File: config.mk
export PLATFORM = sky130hd
export DESIGN_NAME = alu4_nibble_sequencer
export DESIGN_NICKNAME = d
export VERILOG_FILES = /design/src/rtl/alu4_nibble_sequencer.sv
export SDC_FILE = /design/constraint.sdc
export NUM_CORES = 1
export LEC_CHECK = 0
export CAP_MARGIN = 20
export CORE_MARGIN = 10
export CORE_UTILIZATION = 30
export CTS_CLUSTER_DIAMETER = 30
export DETAILED_ROUTE_END_ITERATION = 10
export HOLD_SLACK_MARGIN = 0.1
export SETUP_SLACK_MARGIN = 0.15
export SYNTH_ARGS = -nofsm -noshare
export SYNTH_HDL_FRONTEND = slang
export SYNTH_SLANG_ARGS = --single-unit
File: constraint.sdc
create_clock -name clk -period 4 [get_ports clk]
set_input_delay 0.6 -clock clk [delete_from_list [all_inputs] [get_ports clk]]
set_output_delay 0.6 -clock clk [all_outputs]
set_load 0.01 [all_outputs]
File: src/rtl/alu4_nibble_sequencer.sv
`default_nettype none
// ============================================================================
// Module   : alu4_nibble_sequencer
// Purpose  : Runs an external 4-bit ALU slice one nibble per clock, least
//            significant nibble first, to perform a 4*NIB-bit operation.
//            Carry is threaded between nibbles through a register; the wide
//            result is assembled locally and completion is a 1-cycle pulse.
// Revision : 1.0 - initial release
// ============================================================================
module alu4_nibble_sequencer #(
  parameter int NIB = 4
) (
  input  logic               clk,
  input  logic               rst,
  input  logic               start,
  input  logic [2:0]         op,
  input  logic               ci,
  input  logic [4*NIB-1:0]   a,
  input  logic [4*NIB-1:0]   b,
  output logic               busy,
  output logic               done,
  output logic [4*NIB-1:0]   result,
  output logic               co,
  output logic               zero,
  output logic               alu_s2,
  output logic               alu_s1,
  output logic               alu_s0,
  output logic               alu_cin,
  output logic [3:0]         alu_a,
  output logic [3:0]         alu_b,
  input  logic               alu_cout,
  input  logic [3:0]         alu_g
);

  localparam int W  = 4 * NIB;
  // Nibble index width; a single-nibble build still needs a 1-bit index.
  localparam int IW = (NIB > 1) ? $clog2(NIB) : 1;
  localparam logic [IW-1:0] LAST = IW'(NIB - 1);

  typedef enum logic [1:0] {
    IDLE = 2'd0,
    RUN  = 2'd1,
    DONE = 2'd2
  } state_t;

  state_t         state;
  state_t         state_nxt;

  logic [2:0]     op_r;
  logic           ci_r;
  logic [W-1:0]   a_r;
  logic [W-1:0]   b_r;
  logic [IW-1:0]  idx;
  logic           carry_r;

  logic [3:0]     nib_a;
  logic [3:0]     nib_b;
  logic [W-1:0]   result_nxt;

  // Select the current operand nibbles and merge the ALU result nibble into
  // the partially assembled word (constant-index loop keeps slices in range).
  always_comb begin
    nib_a      = '0;
    nib_b      = '0;
    result_nxt = result;
    for (int i = 0; i < NIB; i++) begin
      if (idx == IW'(i)) begin
        nib_a               = a_r[i*4 +: 4];
        nib_b               = b_r[i*4 +: 4];
        result_nxt[i*4 +: 4] = alu_g;
      end
    end
  end

  // Next-state decode plus handshake and ALU drive; ALU lines rest at 0
  // outside RUN.
  always_comb begin
    state_nxt = state;
    busy      = 1'b0;
    done      = 1'b0;
    alu_s2    = 1'b0;
    alu_s1    = 1'b0;
    alu_s0    = 1'b0;
    alu_cin   = 1'b0;
    alu_a     = 4'd0;
    alu_b     = 4'd0;
    case (state)
      IDLE: begin
        if (start) begin
          state_nxt = RUN;
        end
      end
      RUN: begin
        busy                     = 1'b1;
        {alu_s2, alu_s1, alu_s0} = op_r;
        alu_a                    = nib_a;
        alu_b                    = nib_b;
        // Logic ops never take a carry; arithmetic uses ci only on nibble 0.
        if (!op_r[2]) begin
          alu_cin = (idx == '0) ? ci_r : carry_r;
        end
        if (idx == LAST) begin
          state_nxt = DONE;
        end
      end
      DONE: begin
        busy      = 1'b1;
        done      = 1'b1;
        state_nxt = IDLE;
      end
      default: begin
        state_nxt = IDLE;
      end
    endcase
  end

  // State register.
  always_ff @(posedge clk or posedge rst) begin
    if (rst) begin
      state <= IDLE;
    end else begin
      state <= state_nxt;
    end
  end

  // Command latch, nibble stepping, carry thread and result/flag assembly.
  always_ff @(posedge clk or posedge rst) begin
    if (rst) begin
      op_r    <= 3'd0;
      ci_r    <= 1'b0;
      a_r     <= '0;
      b_r     <= '0;
      idx     <= '0;
      carry_r <= 1'b0;
      result  <= '0;
      co      <= 1'b0;
      zero    <= 1'b1;
    end else begin
      case (state)
        IDLE: begin
          if (start) begin
            op_r    <= op;
            ci_r    <= ci;
            a_r     <= a;
            b_r     <= b;
            idx     <= '0;
            carry_r <= 1'b0;
            result  <= '0;
          end
        end
        RUN: begin
          result  <= result_nxt;
          carry_r <= alu_cout;
          if (idx == LAST) begin
            // Flags only change here, so they stay stable through RUN.
            idx  <= '0;
            co   <= ~op_r[2] & alu_cout;
            zero <= (result_nxt == '0);
          end else begin
            idx <= idx + IW'(1);
          end
        end
        default: begin
        end
      endcase
    end
  end

endmodule
`default_nettype wire

Word-level counts from Yosys, hierarchy flattened:

Index checks and enable logic that the tools add are counted.

* register bits: 59
* bits of input ports: 44
* output and inout bits: 32
* word-level logic and storage cells: 61

* add/subtract/negate cells: 1
* eq/ne operators: 7
* multiplexer cells: 32
* bitwise operators: 2
* reductions and logical operators: 9

Operator list (number)
* 4-bit two-way mux: 14
* 16-bit case mux with 2 select lines: 1
* 16-bit logical NOT: 1
* 16-bit two-way mux: 1
* 1-bit two-way mux: 9
* 2-bit two-way mux: 4
* 2-bit case mux with 2 select lines: 2
* 2-bit AND reduction: 4
* 2-bit equality test, second input constant: 3
* 2-bit by 1-bit equality test with 1-bit output, second input constant: 2
* 2-bit logical NOT: 2
* 2-bit inequality test, second input constant: 2
* 2-bit by 1-bit adder with 2-bit output, second input constant: 1
* 1-bit case mux with 2 select lines: 1
* 2-bit nonzero test: 1
* 2-bit OR reduction: 1
* 1-bit bitwise AND: 1
* 1-bit NOT: 1

Longest topological paths before layout:

Gate-level depths: netlist of run 1.

* word-level depth: 6
* gate-level depth with buffers: 7

Worst setup path after synthesis of run 1:

Ideal clock, no wire load.

* kind: flip-flop to output port
* from: reg idx[1]
* to: out alu_a[0]
* arrival: 1524 ps
* required time: 3400 ps
* setup slack: 1876 ps
* stages on the path, launching flop included: 8
* path buffers: 2
* cells stage by stage: dfrtp_1 > inv_1 > ha_1 > buf_2 > nor2b_2 > clkbuf_1 > a221oi_1 > o31ai_1

* cells in the longest elaborated chain, start to end: 6
* elaborated cells between the ends (all ways): 9
* those cells by class: eq/ne (3); mux (5); reduce/logical (1)

Ends and longest elaborated chain
* start: declaration: line 53 `logic [IW-1:0] idx;`
* start signal: assignment: line 160 `idx <= idx + IW'(1);`
* 2-bit logical NOT: line 67 `if (idx == IW'(i)) begin`
* 4-bit two-way mux (3 in a row): line 67
* 4-bit two-way mux (*): line 67
* 4-bit two-way mux (*): line 87 `case (state)`
* end: declaration: line 29 `output logic [3:0] alu_a,`

Mark *: on every way between the ends. The rest lies on a longest branch, timed or not.

Final worst setup path of run 1:

* from: reg idx[0]
* to: out alu_a[1]

Same word-level chain as after synthesis.

==> summary.txt, run 1 <==
Run status
  – Status: complete, no violations

Yosys
  – Mapped Cells: 285
  – Yosys warning total: 0
  – Post-synth top area share: 46.0%
  – Number of synthesized flops with an enable pin: 0
  – Post-Syn Area: 0.00315 mm2
  – Count leader, synth: dfrtp_1
  – Synth async-reset ratio: 100%
  – Sequential area share after synthesis: 46.9%
  – Seq cells post-synth: 59
  – Synth unique cells: 39
  – Top cell type by total area after synthesis: dfrtp_1
  – Top_reg_cell synth: dfrtp_1
  – Synthesized area per cell: 11.1 um2
  – Synth area leaders: dfrtp_1 46%, mux2_1 11%, mux2i_1 3.2%, mux2_2 2.9%, ha_1 2.8%
  – Commonest cells post-synth: 58 x dfrtp_1, 30 x mux2_1, 17 x nand2_1
  – Synthesized Nets: 336

Timing
  – Fmax: 296 MHz
  – RSZ-0062 raised after global routing: false
  – Setup slack after layout: 0.627 ns
  – Minimum clock period: 3.37 ns
  – Measured slew at the worst slew-check pin: 0.921 ns
  – Worst Skew: 0.00863 ns
  – # setup viols final: 0
  – Tcrit/Tclk final: 84.3%
  – Min Hold Slack: 0.473 ns
  – Hold Vio Cnt, Final: 0
  – Relative slew slack: 38.5%
  – Max-slew violations: 0
  – Setup TNS: 0 ns

Power
  – P_leak: 1.65 nW
  – Worst vdd ir: 0.378 mV
  – Pwr Total: 3.21 mW
  – P per Cell Area: 767 mW/mm2

Floorplan
  – Row count: 37
  – Chip Width: 123 um
  – Area of the die: 0.0150 mm2
  – CORE AREA: 0.0103 mm2
  – Number of I/O pins: 76
  – Die Span Y: 123 um
  – Starting Density: 30.7%

Route
  – Routed length per instance: 17.6 um
  – DR DRC count: 0
  – Final WL: 8.68 mm
  – Via density: 5.06
  – Met2 WL: 4.09 mm
  – DRT Pass-1 Iters: 4
  – DRT iter0 DRCs: 168
  – Routed Antenna Nets: 0
  – Uppermost layer routed: met4
  – Routed length on met3: 746 um
  – Via total after detailed routing: 2501
  – Met1 wire length: 3.77 mm

Critical path
  – CP Class: reg -> out
  – Worst reg-to-reg setup slack: 1.48 ns
  – Nature of the critical path startpoint: flip-flop
  – Reg2reg path depth: 5
  – Critical path peak fanout: 11
  – Worst Setup SP: idx[0]
  – Worst Setup End Kind: output port
  – Worst reg2reg path endpoint: result[14]
  – Reg-to-Reg Start: state[1]
  – Arrival time at the worst endpoint: 2.77 ns
  – WP data required: 3.40 ns

Place
  – Place WS: 0.981 ns
  – Detailed Place HPWL: 6.36 mm
  – Gpl congestion: 0.810
  – Placed cells: 477
  – IO buf count: 75
  – DP Area: 0.00397 mm2

Final layout
  – Util after Layout: 40.7%
  – Antenna Cells: 0
  – Final instance count without filler cells: 494
  – Fraction of layout cells with a size suffix above 1: 8.66%
  – Area delta synth->final: 32.7%
  – Final-stage net count: 404
  – Post-route cell area: 0.00419 mm2

CTS
  – CTS tree: built
  – Cts repair resizes: 0
  – CTS root buf: clkbuf_8
  – Cts bufs inserted: 9
  – Cts hold-fix bufs: 0
  – Postcts setup bufs: 0
  – H-tree Lvls: 3
  – TritonCTS Sinks: 59
  – Max Buffers Root-to-Sink: 2
  – Worst-skew pair later-pin latency: 0.34 ns
  – Clock-pin slew on the worst setup and hold paths: 0.07 ns

Hold path
  – HP Class: reg -> reg
  – Hold Path Depth: 2
  – Worst Hold Path EP: co
  – Min-delay src: co

Global route
  – Largest net degree at the start of global routing: 46
  – Initial antenna violation count: 0
  – Congestion Overflow GR: 0
  – First-pass GRT wire length: 14.1 mm
  – Tot GR Track Use: 11.8%
  – Vias in the first global route: 2698

Flow run
  – Max-Cap Viols: 0
where the power goes:
part / total [mW] / switching, mW / internal (mW)
logic: 1.61 / 0.817 / 0.791
registers: 1.06 / 0.184 / 0.872
clock network: 0.545 / 0.241 / 0.304
layout by cell type (no fill, tap or decap), types with 2 or more instances in the layout:
cell type,count
clkdlybuf4s50_1,75
dfrtp_1,58
mux2_1,30
nand2_1,17
nand3_1,14
a21oi_1,13
and2_1,10
nor2b_1,10
o221ai_1,10
nand2b_1,10
mux2i_1,10
clkbuf_8,10
o31ai_1,9
a221o_1,8
mux2_2,8
a221oi_1,7
ha_1,7
a22oi_1,6
o21ai_0,5
inv_1,4
nor3_1,4
buf_4,4
nor2_1,3
nor4_1,2
o22ai_1,2
and3_1,2
clkbuf_1,2
clkinvlp_4,2
area by class of cell:
type / instances / area (um2)
well taps: 136 / 170
repair buffers: 80 / 801
clock inverters: 4 / 50.0
flip-flops and latches: 59 / 1480
fillers: 1033 / 6090
multi-input cells: 197 / 1520
inverters: 6 / 22.5
clock buffers: 12 / 145
per-layer routing:
metal,vias up,GRT usage (%)
met5,-,0
met4,0,2.21
met3,9,5.14
met2,93,19.1
met1,1204,14.3
li1,1195,-
worst max path at each step:
stage,to,depth (start not counted)
final,alu_a[1],6
after global routing,alu_a[0],6
after CTS,alu_a[0],6
after detailed placement,alu_a[0],6
after global placement,alu_b[0],6
after floorplan,alu_a[0],7
logic make-up after synthesis:
logic type / count (synthesis) / synth area share, %
AND/OR/NAND/NOR: 78 / 13.6
AO/OA/AOI/OAI: 64 / 15.0
flip-flops: 59 / 46.9
multiplexers: 48 / 16.7
buffers and inverters: 29 / 4.96
adder cells (fa/ha/maj): 7 / 2.78
registers in the layout (all words and copies together) (netlist names):
signal / flops
a_r: 16
b_r: 16
carry_r: 1
ci_r: 1
co: 1
idx: 2
op_r: 3
result: 16
state: 2
zero: 1
worst max-delay path, stage by stage (launching register included):
cell and delay, ns:
dfrtp_1 0.43, inv_1 0.14, ha_1 0.41, nor2b_2 0.42, a221oi_1 0.13, o31ai_1 0.29, clkdlybuf4s50_1 0.61
No activity file was read; power rests on OpenSTA's default activity.
==> run 2: changes to the inputs <==
- clock period: 4 -> 2.77 ns (I/O delays scaled with it)
==> summary.txt, run 2 (synthesis results as in run 1) <==
Floorplan
  – Chip Width: 123 um
  – Row count: 37
  – Area of the die: 0.0150 mm2
  – CORE AREA: 0.0103 mm2
  – Die Span Y: 123 um
  – Number of I/O pins: 76
  – Starting Density: 30.7%

Power
  – Worst vdd ir: 0.383 mV
  – P_leak: 1.80 nW
  – Pwr Total: 4.89 mW
  – P per Cell Area: 1130 mW/mm2

CTS
  – CTS tree: built
  – TritonCTS Sinks: 59
  – Max Buffers Root-to-Sink: 2
  – Cts bufs inserted: 9
  – CTS root buf: clkbuf_8
  – Clock-pin slew on the worst setup and hold paths: 0.07 ns
  – H-tree Lvls: 3
  – Worst-skew pair later-pin latency: 0.33 ns
  – Cts hold-fix bufs: 0

Route
  – Via total after detailed routing: 2566
  – Final WL: 8.98 mm
  – Via density: 5.11
  – Routed Antenna Nets: 0
  – DRT iter0 DRCs: 136
  – DRT Pass-1 Iters: 4
  – DR DRC count: 0
  – Routed length per instance: 17.9 um

Timing
  – Fmax: 396 MHz
  – Max-slew violations: 0
  – # setup viols final: 0
  – Min Hold Slack: 0.463 ns
  – Minimum clock period: 2.53 ns
  – Worst Skew: 0.00452 ns
  – Tcrit/Tclk final: 91.2%
  – RSZ-0062 raised after global routing: false
  – Relative slew slack: 60.9%
  – Measured slew at the worst slew-check pin: 0.585 ns
  – Hold Vio Cnt, Final: 0

Final layout
  – FF/Latch Area: 0.00148 mm2
  – Area occupied by multi-input gates: 0.00157 mm2
  – Antenna Cells: 0
  – Final instance count without filler cells: 502
  – Util after Layout: 42.2%
  – Largest registers: a_r: 16 flops, b_r: 16 flops, result: 16 flops
  – Post-route cell area: 0.00434 mm2
  – Filler cell count in the final layout: 1022
  – Final-stage net count: 413
  – Area delta synth->final: 37.5%
  – Most frequent cells in the layout: 66 x clkdlybuf4s50_1, 57 x dfrtp_1, 30 x mux2_1
  – Fraction of layout cells with a size suffix above 1: 14.2%
  – Commonest non-fill, non-tap cell in the layout: clkdlybuf4s50_1

Global route
  – Vias in the first global route: 2721
  – Congestion Overflow GR: 0
  – Tot GR Track Use: 12.3%
  – Initial antenna violation count: 0
  – Largest net degree at the start of global routing: 37
  – First-pass GRT wire length: 14.6 mm

Critical path
  – CP top delay family: buffers and inverters
  – Arrival time at the worst endpoint: 2.11 ns
  – Critical path peak fanout: 5
  – CP max stage delay: 0.46 ns
  – CP Class: reg -> out
  – WP data required: 2.35 ns
  – Worst Setup End Kind: output port
  – Crit path buf inv count: 3
  – Worst reg-to-reg setup slack: 0.97 ns
  – Crit path cell chain: inv_2 -> ha_2 -> nor2b_4 -> buf_4 -> a221oi_1 -> o31ai_1 -> clkdlybuf4s15_2
  – Crit-path slowest cell: dfrtp_2
  – Nature of the critical path startpoint: flip-flop

Run status
  – Status: complete, no violations

Place
  – Detailed Place HPWL: 6.44 mm
  – IO buf count: 75
  – Placed cells: 484
  – Gpl congestion: 0.827
  – DP Area: 0.00404 mm2

Hold path
  – HP Class: in -> async

Flow run
  – Max-Cap Viols: 0
## run 2: final cells by class
cell class	count	share of cell area (%)
clock buffer	14	4.21
clock inverter	1	0.693
inverter	6	0.519
multi-input combinational	197	36.1
sequential	59	34.1
tap	136	3.92
timing repair buffer	89	20.4
## run 2: worst paths after layout
path                       cells past startpoint  startpoint         to
min in group clk                               2          co         co
max                                            7      idx[0]   alu_a[3]
min reg2reg                                    2          co         co
max in group asynchronous                      3         rst     idx[0]
max reg2reg                                    5      idx[0]  result[8]
min                                            2         rst    a_r[11]
## run 2: report_power, final
group | internal (mW) | switching [mW]
sequential | 1.26 | 0.279
clock | 0.510 | 0.340
combinational | 1.26 | 1.24
total | 3.03 | 1.86
## run 2: worst register-to-register path: cells and delay by family, from the launching register on
kind            cells  cell delay, ns
compound gates      1            0.28
mux                 1            0.35
flops               1            0.46
buf+inv             2            0.35
fa+ha+maj           1            0.25
## run 2: per-stage QoR
stage | TNS, ns | worst slack [ns]
3_5_place_dp | 0 | 0.0981
5_1_grt | 0 | 0.157
6_report | 0 | 0.243
3_3_place_gp | 0 | 0.228
4_1_cts | -0.126 | -0.0456
2_1_floorplan | 0 | 0.830
## run 2: per-layer routing
metal	GRT usage, %	routed length (um)
met1	14.8	3840
met2	20.2	4310
met3	3.81	691
met4	4.86	136
met5	0	0
## run 2: repair_timing
item	4_1_cts	5_1_grt
pin swaps	3	1
endpoints found under the hold margin	0	0
gates resized for setup	19	14
setup endpoints to repair	9	9
setup buffers	1	2
